**src/rtl/geofence_arbiter.sv**
```systemverilog
// Round-robin arbiter that streams 7-point frames from two requesters into one geofence engine.
// Build option: define GEOFENCE_TIMEOUT_EN to add the err output and a 64-cycle WAIT timeout.
module geofence_arbiter (
    input  logic       clk,
    input  logic       reset,
    input  logic       req0,
    input  logic       req1,
    input  logic [9:0] pt0_X,
    input  logic [9:0] pt0_Y,
    input  logic [9:0] pt1_X,
    input  logic [9:0] pt1_Y,
    output logic       gnt0,
    output logic       gnt1,
    output logic       pt_ack,
    output logic       done0,
    output logic       done1,
    output logic       result,
    output logic       eng_reset,
    output logic [9:0] eng_X,
    output logic [9:0] eng_Y,
    input  logic       eng_valid,
`ifdef GEOFENCE_TIMEOUT_EN
    output logic       err,
`endif
    input  logic       eng_is_inside
);

    typedef enum logic [2:0] {
        S_IDLE,
        S_RST,
        S_LOAD,
        S_WAIT,
        S_DONE
    } state_t;

    localparam logic [2:0] LAST_PT = 3'd6;

    state_t     state_q;
    state_t     state_d;
    logic [1:0] gnt_q;
    logic [1:0] gnt_d;
    logic [2:0] cnt_q;
    logic [2:0] cnt_d;
    logic       rr_last_q;
    logic       rr_last_d;
    logic       result_q;
    logic       result_d;
    logic [1:0] pick;

`ifdef GEOFENCE_TIMEOUT_EN
    logic [5:0] tmo_q;
    logic [5:0] tmo_d;
    logic       err_q;
    logic       err_d;
`endif

    // When both request, the one not served last wins.
    always_comb begin
        pick = 2'b00;
        if (req0 && req1) begin
            pick = rr_last_q ? 2'b01 : 2'b10;
        end else if (req0) begin
            pick = 2'b01;
        end else if (req1) begin
            pick = 2'b10;
        end
    end

    always_comb begin
        state_d   = state_q;
        gnt_d     = gnt_q;
        cnt_d     = cnt_q;
        rr_last_d = rr_last_q;
        result_d  = result_q;
`ifdef GEOFENCE_TIMEOUT_EN
        tmo_d     = tmo_q;
        err_d     = err_q;
`endif
        unique case (state_q)
            S_IDLE: begin
                gnt_d = 2'b00;
                if (req0 || req1) begin
                    gnt_d   = pick;
                    state_d = S_RST;
                end
            end
            S_RST: begin
                cnt_d   = 3'd0;
                state_d = S_LOAD;
            end
            S_LOAD: begin
                if (cnt_q == LAST_PT) begin
                    cnt_d   = 3'd0;
                    state_d = S_WAIT;
`ifdef GEOFENCE_TIMEOUT_EN
                    tmo_d   = 6'd0;
`endif
                end else begin
                    cnt_d = cnt_q + 3'd1;
                end
            end
            S_WAIT: begin
                if (eng_valid) begin
                    result_d = eng_is_inside;
                    state_d  = S_DONE;
`ifdef GEOFENCE_TIMEOUT_EN
                    err_d    = 1'b0;
                end else if (tmo_q == 6'd63) begin
                    // Engine never answered: report outside with an error flag.
                    result_d = 1'b0;
                    err_d    = 1'b1;
                    state_d  = S_DONE;
                end else begin
                    tmo_d = tmo_q + 6'd1;
`endif
                end
            end
            S_DONE: begin
                rr_last_d = gnt_q[1];
                gnt_d     = 2'b00;
                state_d   = S_IDLE;
            end
            default: begin
                gnt_d   = 2'b00;
                state_d = S_IDLE;
            end
        endcase
    end

    always_ff @(posedge clk) begin
        if (reset) begin
            state_q   <= S_IDLE;
            gnt_q     <= 2'b00;
            cnt_q     <= 3'd0;
            rr_last_q <= 1'b1;
            result_q  <= 1'b0;
`ifdef GEOFENCE_TIMEOUT_EN
            tmo_q     <= 6'd0;
            err_q     <= 1'b0;
`endif
        end else begin
            state_q   <= state_d;
            gnt_q     <= gnt_d;
            cnt_q     <= cnt_d;
            rr_last_q <= rr_last_d;
            result_q  <= result_d;
`ifdef GEOFENCE_TIMEOUT_EN
            tmo_q     <= tmo_d;
            err_q     <= err_d;
`endif
        end
    end

    // Outputs are forced to their reset values for as long as reset is high.
    always_comb begin
        gnt0      = ~reset & gnt_q[0];
        gnt1      = ~reset & gnt_q[1];
        pt_ack    = ~reset & (state_q == S_LOAD);
        done0     = ~reset & (state_q == S_DONE) & gnt_q[0];
        done1     = ~reset & (state_q == S_DONE) & gnt_q[1];
        result    = ~reset & result_q;
        eng_reset = reset | (state_q == S_RST);
        eng_X     = 10'd0;
        eng_Y     = 10'd0;
        if (pt_ack) begin
            eng_X = gnt_q[1] ? pt1_X : pt0_X;
            eng_Y = gnt_q[1] ? pt1_Y : pt0_Y;
        end
`ifdef GEOFENCE_TIMEOUT_EN
        err       = ~reset & err_q;
`endif
    end

endmodule

```
**config.mk**
```make
export PLATFORM = sky130hd
export DESIGN_NAME = geofence_arbiter
export DESIGN_NICKNAME = d
export VERILOG_FILES = /design/src/rtl/geofence_arbiter.sv
export SDC_FILE = /design/constraint.sdc
export NUM_CORES = 1
export LEC_CHECK = 0
export BUFFER_PORTS_ARGS = -buffer_cell sky130_fd_sc_hd__buf_2
export CAP_MARGIN = 20
export CORE_ASPECT_RATIO = 1.75
export CORE_MARGIN = 2
export CORE_UTILIZATION = 35
export CTS_BUF_LIST = sky130_fd_sc_hd__clkbuf_2 sky130_fd_sc_hd__clkbuf_4 sky130_fd_sc_hd__clkbuf_8
export CTS_CLUSTER_SIZE = 8
export DETAILED_ROUTE_END_ITERATION = 12
export PLACE_DENSITY = 0.75
export REMOVE_ABC_BUFFERS = 1
export SLEW_MARGIN = 20
export SYNTH_ARGS = -nofsm -noshare
export SYNTH_HDL_FRONTEND = slang
export SYNTH_SLANG_ARGS = --single-unit
```
**constraint.sdc**
```tcl
create_clock -name clk -period 1.1 [get_ports clk]
set_input_delay 0.055 -clock clk [delete_from_list [all_inputs] [get_ports clk]]
set_output_delay 0.055 -clock clk [all_outputs]
set_load 0.005 [all_outputs]
```
# [After elaboration in Yosys (flattened, before gate mapping)]
# Index checks and enable logic that the tools add are counted.
# W data, S select, Z words.
[op_classes] addsub=1 eq_ne=8 mux=16 n_bitwise=9 n_reduce_logical=7
[op_table] operator="$mux W10" count=4
[op_table] operator="$mux W3" count=4
[op_table] operator="$pmux W3 S4" count=1
[op_table] operator="$mux W2" count=5
[op_table] operator="$and A1 B1 Y1" count=7
[op_table] operator="$eq A3 B2 Y1 const B" count=2
[op_table] operator="$eq A3 B3 Y1 const B" count=2
[op_table] operator="$ne A2 B2 Y1 const B" count=3
[op_table] operator="$pmux W3 S2" count=1
[op_table] operator="$pmux W2 S2" count=1
[op_table] operator="$add A3 B1 Y3 const B" count=1
[op_table] operator="$eq A3 B1 Y1 const B" count=1
[op_table] operator="$logic_not A3 Y1" count=1
[op_table] operator="$reduce_and A3 Y1" count=1
[op_table] operator="$reduce_or A3 Y1" count=1
[op_table] operator="$reduce_and A2 Y1" count=1
[op_table] operator="$reduce_bool A2 Y1" count=1
[op_table] operator="$logic_and A1 B1 Y1" count=1
[op_table] operator="$logic_or A1 B1 Y1" count=1
[op_table] operator="$not A1 Y1" count=1
[op_table] operator="$or A1 B1 Y1" count=1
[totals] register_bits=10 in_bits=46 output_inout_bits=27 elab_cells=46

# [Logic depth before layout (Yosys ltp)]
# Gate-level depths: netlist of run 1.
[depth] depth_word=5 mapped_depth=5 depth_no_buf=5

# [Worst setup path before layout of run 1]
# OpenSTA, ideal clock, no wires.
[synth_path] path_kind="flip-flop to flip-flop" startpoint="register state_q[1]" endpoint="register rr_last_q" setup_time_ns=0.122 arrival_time_ns=0.973 required_time_ns=0.978 path_slack_ns=0.005 path_stages_with_launch=5 path_buffers=1 synth_period_minus_slack_ns=1.095 cell_sequence="dfxtp_1 buf_6 nor2_2 a21boi_1 a311o_1"
[synth_between] elab_chain_len=1
[synth_rtl] element="from (decl)" line="38" source="state_t state_q;"
[synth_rtl] element="from (signal assigned)" line="142" source="state_q <= state_d;"
[synth_rtl] element="$eq A3 B3 Y1" line="79" source="unique case (state_q)"
[synth_rtl] element="to (signal assigned)" line="145" source="rr_last_q <= rr_last_d;"
[synth_rtl] element="to (decl)" line="44" source="logic rr_last_q;"
# Every way passes these cells.
# A chain may end at the register's enable or synchronous reset.

# [Worst setup path in the final report of run 1]
[layout_path] startpoint="register state_q[2]" endpoint="output eng_X[3]"
[layout_between] elab_chain_len=3
[layout_rtl] element="$eq A3 B2 Y1" line="158" source="pt_ack = ~reset & (state_q == S_LOAD);"
[layout_rtl] element="$and A1 B1 Y1" line="158"
[layout_rtl] element="$mux W10" line="165" source="if (pt_ack) begin"
[layout_rtl] element="to (decl)" line="19" source="output logic [9:0] eng_X,"
# Every way passes these cells.

==> results of run 1 <==
-- where the power goes --
group / switching, mW / leakage, nW / internal [mW]
combinational: 0.325 / 0.701 / 0.419
sequential: 0.0433 / 0.0843 / 0.395
clock: 0.152 / 0.0288 / 0.315
-- cell usage in the layout (no fill, tap or decap), types with 2 or more instances in the layout --
cell and n:
dfxtp_4 4, nor2_4 3, buf_2 71, buf_4 16
clkbuf_8 4, buf_6 11, inv_1 2, dfxtp_1 6
nand2_1 4, o21ai_0 3, nor3b_4 2, and3_1 2
a21boi_2 2, nor2_2 16, o21ai_1 2, mux2i_1 19
nor2b_1 6, nor3_1 2, o21ai_2 2, nor2_1 4
-- Yosys cell counts (all sizes together), types with 2 or more instances --
cell     n  share of area
and3     2          0.015
nand3    3          0.017
nor3     2          0.012
dfxtp   10           0.23
nand2    4          0.017
a21boi   3          0.026
o21ai    7          0.041
buf      9          0.070
nor2b    6          0.044
mux2i   20           0.23
nor2    23           0.11
nor3b    3          0.045
inv      3          0.013
-- metal layers --
metal	GRT usage	part of all wire
met4	0.0824	0.014
met3	0.0391	0.071
met2	0.392	0.53
met1	0.208	0.39
met5	0	0
-- worst reg2reg max path, delay by kind of cell, from the launching register on --
family          cells  cell delay (ps)
compound gates      2              370
flops               1              350
buf+inv             2              260
simple gates        1              260
-- final cells by class --
class	instances	area, sq um	area share
multi-input cells	84	707	0.431
repair buffers	99	619	0.377
flip-flops and latches	10	215	0.131
clock buffers	4	55.1	0.0335
well taps	25	31.3	0.0191
inverters	3	13.8	0.00838
-- what timing repair did --
action,CTS,global route
pin swaps,23,6
resized for setup,30,25
endpoints found under the setup margin,30,32
setup buffers,5,7
gates cloned,3,0
-- flip-flops by register name, summed over array words and instances (netlist names) --
register,cells
gnt_q,2
result_q,1
state_q,3
rr_last_q,1
cnt_q,3
-- through the flow --
step | cell area (sq um) | hold slack (ps) | power [mW] | instances | setup slack [ps]
2_1_floorplan | 802 | 132 | 0.670 | 97 | -444
3_3_place_gp | 1300 | 311 | 0.900 | 206 | -64.5
3_5_place_dp | 1300 | 323 | 0.918 | 206 | -90.2
4_1_cts | 1500 | 76.8 | 1.51 | 218 | -210
5_1_grt | 1640 | 94.4 | 1.72 | 225 | -325
6_report | 1640 | 87.0 | 1.65 | 225 | -254
-- cells by family (layout without fill, tap and decap cells) --
| kind of cell | Yosys count | in the layout | synth area share |
|---|---|---|---|
| flops | 10 | 10 | 0.232 |
| xor+xnor | 1 | 1 | 0.0102 |
| mux | 20 | 20 | 0.232 |
| compound gates | 16 | 16 | 0.154 |
| simple gates | 47 | 47 | 0.289 |
| buf+inv | 12 | 106 | 0.0827 |
-- how the worst max path moves through the flow --
stage	from	to	slack, ps	cells past startpoint
after floorplan	state_q[2]	cnt_q[2]	-440	4
after global placement	state_q[0]	cnt_q[2]	-60	3
after detailed placement	state_q[0]	cnt_q[2]	-90	3
after CTS	state_q[2]	eng_X[3]	-210	6
after global routing	state_q[2]	cnt_q[0]	-330	5
final	state_q[2]	eng_X[3]	-250	6
==> impl_metrics.csv, run 1 <==
group,metric,value,unit
outcome,outcome,"complete, but fails checks",
outcome,violations,"negative setup slack",
route,vias,1164,
min_path,min_to,"gnt_q[0]",
place,dp_hpwl,2100,um
clocking,cts_max_level,1,
logic_synthesis,synth_edf_count,0,
flow_run,drv_cap,0,
critical_path,cpLargestDelayFamily,"buffers and inverters",
critical_path,crit_type,"reg2out",
pwr,peakVddDrop,0.619,mV
sta,fin_skew,4.04,ps
cells_and_area,layout-drive-gt1-share,0.690,
floorplanning,io_pins,73,
min_path,hold_path.class,"in2reg",
sta,setup_tns,-5780,ps
route,avgRoutedWirePerCell,14.6,um
sta,hold_viol_final,0,
critical_path,worstPathMaxFanout,5,
critical_path,r2r_slack,-230,ps
cells_and_area,num_antenna_cells,0,
floorplanning,die_h,69.7,um
route,vias_per_cell,5.17,
global_routing,antenna_found_initial,0,
global_routing,grt_pass1_vias,1148,
clocking,cts_made_buffers,3,
sta,tightest_slew,264,ps
floorplanning,die-area,2890,sq um
critical_path,crit_arrival,1300,ps
floorplanning,die_w,41.5,um
pwr,powerDensity,1010,nW/um^2
cells_and_area,nets,247,
critical_path,cp_slowest_cell,"dfxtp_4",
critical_path,critPathBufInv,3,
sta,finalSetupViolCount,29,
critical_path,cpMostUsedCell,"buf_6",
route,ant_nets,0,
route,routed_wl,3280,um
cells_and_area,area_delta_synth_final,90.4,%
place,port_buffers,72,
route,drtIter0Drc,13,
sta,relSlewSlack,0.822,
route,drcViolationCount,0,
logic_synthesis,ys_seq_elements,10,
global_routing,grt_overflow_total,0,
sta,post-route-period-util,1.23,
global_routing,grt_usage,0.206,
floorplanning,rows,23,
place,globalplace.congestion,0.848,
clocking,cts-hold-fix-buffers,0,
floorplanning,core,2300,sq um
logic_synthesis,syn_avg_cell_area,8.13,sq um
sta,slew_viol_final,0,
route,first_pass_iters,4,
pwr,leakage,0.814,nW
sta,min_period,1350,ps
critical_path,r2r_start,"state_q[2]",
clocking,cts.sinks,10,
critical_path,max_stage_delay,350,ps
clocking,cts_root_buffer,"clkbuf_8",
critical_path,worst_r2r_endpoint,"cnt_q[0]",
min_path,hold_start,"req0",
clocking,tritoncts,"built",
sta,layout_setup_ws,-254,ps
critical_path,critical_path.cell_chain,"nor2_4, nand3b_1, buf_6, buf_6, nor2_1, buf_2",
global_routing,grt_max_degree,21,
logic_synthesis,synthArstFlopShare,0,
min_path,whs_path_depth,3,
logic_synthesis,yosys_warnings,0,
clocking,clk_latency,240,ps
cells_and_area,fin_util,0.713,
global_routing,grt_first_pass_wirelength,4770,um
sta,rsz0062_at_grt,"true",
critical_path,worst_setup_path_start_kind,"register",
clocking,clk_pin_slew,50,ps
logic_synthesis,synth_ff_type,"dfxtp_1",
logic_synthesis,netlist_instances,106,
cells_and_area,n_fill_cell,182,
critical_path,worstSetupEndpointType,"primary output",
clocking,clock_path_buffers,2,
logic_synthesis,ys_seq_area_frac,0.232,
logic_synthesis,synth.distinct_cells,31,
critical_path,reg2regPathDepth,5,
logic_synthesis,synth_area,862,sq um
sta,max_freq,738,MHz
critical_path,crit_required,1040,ps
floorplanning,initial_core_util,0.374,
Note: power is estimated with default switching activity, not from simulation.
==> run 2, diff against run 1 <==
==> constraint.sdc (replaced) <==
create_clock -name clk -period 1.2 [get_ports clk]
set_input_delay 0.06 -clock clk [delete_from_list [all_inputs] [get_ports clk]]
set_output_delay 0.06 -clock clk [all_outputs]
set_load 0.005 [all_outputs]
==> run 2 against run 1 <==
The flow still finishes with violations (negative setup slack). Non-clock buffer count down 17. Wire length down 22%. Sequential power down 5.5%. Die area unchanged. Cell area down 16%. Worst setup slack better by 150 ps. Count of clock-buffer cells in the layout down 1. Worst hold slack worse by 13 ps.
==> impl_metrics.csv, run 2 (same netlist as run 1, synthesis figures left out) <==
group,metric,value,unit
critical_path,worstPathMaxFanout,20,
cells_and_area,top_regs,"cnt_q x3, state_q x3, gnt_q x2",
place,port_buffers,72,
cells_and_area,final_cell_mix,"buf_2 (72), nor2_1 (21), mux2i_1 (19)",
cells_and_area,multi_input_area,606,sq um
outcome,violations,"negative setup slack",
critical_path,cpLargestDelayFamily,"flip-flops",
route,vias_per_cell,4.98,
critical_path,crit_arrival,1240,ps
route,first_pass_iters,4,
sta,tightest_slew,244,ps
route,drcViolationCount,0,
floorplanning,die-area,2890,sq um
pwr,internal_power,0.835,mW
place,placedCellCount,202,
critical_path,critPathBufInv,2,
cells_and_area,final_common_cell,"buf_2",
critical_path,worst_setup_path_start_kind,"register",
cells_and_area,n_fill_cell,213,
route,avgRoutedWirePerCell,12.4,um
cells_and_area,nets,230,
clocking,tritoncts,"built",
cells_and_area,layout-drive-gt1-share,0.527,
pwr,power.share.clock,0.290,
clocking,cts_root_buffer,"clkbuf_8",
critical_path,r2r_slack,20,ps
floorplanning,initial_core_util,0.374,
place,dp_hpwl,2070,um
sta,setup_tns,-1920,ps
pwr,p_seq_frac,0.345,
critical_path,crit_type,"reg2out",
sta,min_period,1300,ps
cells_and_area,num_antenna_cells,0,
flow_run,drv_cap,0,
global_routing,antenna_found_initial,0,
pwr,p_sw_frac,0.305,
route,ant_nets,0,
min_path,hold_path.class,"in2reg",
cells_and_area,area_delta_synth_final,59.5,%
route,vias,1031,
floorplanning,core,2300,sq um
sta,slew_viol_final,0,
pwr,p_comb_frac,0.365,
clocking,cts_max_level,1,
clocking,clk_latency,230,ps
sta,fin_skew,2.50,ps
clocking,cts.sinks,10,
sta,layout_setup_ws,-104,ps
sta,post-route-period-util,1.09,
critical_path,critical_path.cell_chain,"nand3b_1, buf_6, nor2_1, buf_2",
global_routing,grt_overflow_total,0,
global_routing,grt_usage,0.179,
outcome,outcome,"complete, but fails checks",
sta,relSlewSlack,0.835,
floorplanning,die_w,41.5,um
floorplanning,rows,23,
global_routing,grt_pass1_vias,1011,
clocking,clock_path_buffers,2,
critical_path,worstSetupEndpointType,"primary output",
cells_and_area,fin_util,0.597,
critical_path,crit_required,1140,ps
pwr,p_switching,0.367,mW
global_routing,grt_first_pass_wirelength,4230,um
place,globalplace.congestion,0.843,
sta,max_freq,767,MHz
place,pre_cts_ws,-19.4,ps
critical_path,cp_slowest_cell,"dfxtp_4",
route,routed_wl,2560,um
cells_and_area,seq_area,210,sq um
sta,rsz0062_at_grt,"true",
clocking,clk_pin_slew,50,ps
clocking,cts_made_buffers,3,
cells_and_area,fin_cells,207,
critical_path,max_stage_delay,370,ps
floorplanning,die_h,69.7,um
pwr,leakage,0.697,nW
sta,hold_viol_final,0,
clocking,cts-hold-fix-buffers,0,
sta,finalSetupViolCount,23,
pwr,powerDensity,874,nW/um^2
pwr,total_power,1.20,mW
pwr,peakVddDrop,0.442,mV
route,drtIter0Drc,19,
floorplanning,io_pins,73,
global_routing,grt_max_degree,21,
run 2: cell count changes in the layout (fill, tap and decap cells not counted), moves of 9 or more:
cell / before / now
buf_4: 16 / 6
buf_6: 11 / 2
nor2_1: 4 / 21
nor2_2: 16 / 1
run 2: timing repair:
item                                   CTS  global route
pin swaps                                1             2
buffers inserted                         1             0
setup endpoints to repair               26            25
gates cloned                             1             0
endpoints found under the hold margin    0             0
resized for setup                       10             2
run 2: power groups by stage:
stage | Sequential (mW) | Clock (mW) | Combinational [mW]
3_3_place_gp | 0.406 | 0 | 0.389
3_5_place_dp | 0.409 | 0 | 0.402
6_report | 0.414 | 0.348 | 0.439
2_1_floorplan | 0.422 | 0 | 0.192
4_1_cts | 0.412 | 0.352 | 0.440
5_1_grt | 0.419 | 0.374 | 0.479
run 2: routing by layer:
layer | vias up | global-route usage | part of all wire
met1 | 442 | 0.194 | 0.40
li1 | 522 | - | -
met5 | - | 0 | 0
met2 | 67 | 0.332 | 0.50
met3 | 0 | 0.0417 | 0.099
met4 | 0 | 0.0502 | 0
run 2: layout make-up:
class / count / area share
flip-flops and latches: 10 / 0.153
multi-input cells: 84 / 0.440
clock buffers: 3 / 0.0300
inverters: 3 / 0.00819
well taps: 25 / 0.0227
repair buffers: 82 / 0.346
run 2: path summary, 6_finish.rpt:
check,start,end,depth (start not counted)
worst max-delay path,state_q[0],eng_Y[2],4
worst min-delay path,eng_is_inside,result_q,3
worst max register to register,state_q[2],cnt_q[2],5
worst min register to register,gnt_q[0],gnt_q[0],2
run 2: worst reg2reg max path, delay by kind of cell, from the launching register on:
family | cells | cell delay, ps
DFF | 1 | 370
AOI/OAI and AO/OA | 2 | 420
and+or+nand+nor | 1 | 50
buffers and inverters | 2 | 290
run 2: through the flow:
| stage | area (sq um) | hold WS [ps] |
|---|---|---|
| 2_1_floorplan | 802 | 137 |
| 3_3_place_gp | 1270 | 316 |
| 3_5_place_dp | 1270 | 319 |
| 4_1_cts | 1370 | 74.2 |
| 5_1_grt | 1380 | 75.1 |
| 6_report | 1380 | 74.1 |
==> run 3, diff against run 2 <==
--- a/config.mk
+++ b/config.mk
@@ -13,7 +13,7 @@
 export CTS_BUF_LIST = sky130_fd_sc_hd__clkbuf_2 sky130_fd_sc_hd__clkbuf_4 sky130_fd_sc_hd__clkbuf_8
 export CTS_CLUSTER_SIZE = 8
 export DETAILED_ROUTE_END_ITERATION = 12
-export PLACE_DENSITY = 0.75
+export PLACE_DENSITY = 0.77
 export REMOVE_ABC_BUFFERS = 1
 export SLEW_MARGIN = 20
 export SYNTH_ARGS = -nofsm -noshare
==> run 3 against run 2 <==
The flow still finishes with violations (negative setup slack). Fmax down 5.4%. Via count grew 4.0%. Combinational power rose by 13%. Critical path depth rose by 2.
==> impl_metrics.csv, run 3 (same netlist as run 1, synthesis figures left out) <==
group,metric,value,unit
route,vias,1072,
cells_and_area,nets,236,
sta,fin_skew,1.43,ps
critical_path,crit_arrival,1320,ps
pwr,peakVddDrop,0.388,mV
clocking,tritoncts,"built",
cells_and_area,final_common_cell,"buf_2",
floorplanning,io_pins,73,
sta,setup_tns,-3780,ps
cells_and_area,final_area,1460,sq um
critical_path,worstSetupEndpointType,"primary output",
sta,slew_viol_final,0,
clocking,cts_max_level,1,
cells_and_area,n_fill_cell,216,
cells_and_area,num_antenna_cells,0,
sta,hold_viol_final,0,
place,globalplace.congestion,0.862,
route,drcViolationCount,0,
clocking,clk_pin_slew,50,ps
clocking,cts-hold-fix-buffers,0,
route,routed_wl,2810,um
clocking,clock_path_buffers,2,
global_routing,grt_overflow_total,0,
global_routing,grt_first_pass_wirelength,4180,um
place,placedCellCount,202,
sta,finalSetupViolCount,25,
sta,relSlewSlack,0.820,
global_routing,grt_use_met3,0.0208,
sta,min_period,1380,ps
route,vias_per_cell,5.01,
critical_path,worstPathMaxFanout,5,
global_routing,grt_usage,0.179,
route,first_pass_iters,4,
floorplanning,rows,23,
route,drtIter0Drc,21,
place,place_area,1270,sq um
clocking,clk_latency,240,ps
critical_path,worst_setup_path_start_kind,"register",
clocking,cts.sinks,10,
floorplanning,die-area,2890,sq um
sta,max_freq,725,MHz
floorplanning,die_h,69.7,um
global_routing,grt_max_degree,21,
critical_path,crit_type,"reg2out",
sta,tightest_slew,263,ps
clocking,cts_made_buffers,3,
sta,layout_setup_ws,-179,ps
global_routing,grt_pass1_vias,1004,
sta,rsz0062_at_grt,"true",
global_routing,grt.busiest_layer,"met2",
floorplanning,core,2300,sq um
pwr,total_power,1.32,mW
pwr,leakage,0.734,nW
cells_and_area,area_delta_synth_final,69.1,%
clocking,cts_root_buffer,"clkbuf_8",
outcome,violations,"negative setup slack",
cells_and_area,layout-drive-gt1-share,0.582,
route,ant_nets,0,
cells_and_area,fin_cells,214,
floorplanning,initial_core_util,0.374,
critical_path,crit_required,1140,ps
global_routing,grt_use_met2,0.319,
flow_run,drv_cap,0,
cells_and_area,top_regs,"cnt_q x3, state_q x3, gnt_q x2",
outcome,outcome,"complete, but fails checks",
global_routing,grt_use_met1,0.201,
pwr,powerDensity,908,nW/um^2
floorplanning,die_w,41.5,um
place,dp_hpwl,2080,um
sta,post-route-period-util,1.15,
route,avgRoutedWirePerCell,13.1,um
cells_and_area,final_cell_mix,"buf_2 (72), mux2i_1 (18), nor2_1 (16)",
place,port_buffers,72,
min_path,hold_path.class,"in2reg",
global_routing,antenna_found_initial,0,
run 3: power breakdown:
part	switching, mW	internal, mW	leakage (nW)	total, mW
Clock	0.141	0.289	0.0288	0.430
Sequential	0.0347	0.361	0.0833	0.396
Combinational	0.227	0.271	0.622	0.498
Total	0.402	0.921	0.734	1.32
run 3: worst paths after layout:
path,from,to,slack (ps),cells after the start
min reg2reg,gnt_q[0],gnt_q[0],540,2
max reg2reg,state_q[0],rr_last_q,-50,4
max,state_q[2],eng_Y[9],-180,6
min,eng_is_inside,result_q,70,3
run 3: routing by layer:
metal | wire, um | part of all wire
met1 | 1030 | 0.37
met2 | 1510 | 0.54
met3 | 218 | 0.078
met4 | 42 | 0.015
met5 | 0 | 0
run 3: worst max-delay path, stage by stage (launching register included):
cell,delay (ps)
dfxtp_4,350
nor2_4,100
nand3b_1,110
buf_4,170
buf_6,120
nor2_1,100
buf_2,120
run 3: layout make-up:
type,count,area [sq um],area share
flip-flops and latches,10,209,0.143
clock buffers,4,55.1,0.0378
inverters,3,11.3,0.00773
well taps,25,31.3,0.0215
repair buffers,88,512,0.351
multi-input cells,84,639,0.439
run 3: repair_timing:
action / 4_1_cts / 5_1_grt
gates cloned: 0 / 3
pin swaps: 0 / 1
setup endpoints to repair: 26 / 30
gates resized for setup: 3 / 24
buffers inserted: 0 / 5
run 3: through the flow:
step           hold WS [ps]   util  setup slack, ps
6_report               69.4  0.633             -179
5_1_grt                86.2  0.633             -231
4_1_cts                69.6  0.577             -145
3_5_place_dp            320  0.550            -84.5
3_3_place_gp            313  0.550            -16.6
2_1_floorplan           137      -             -344
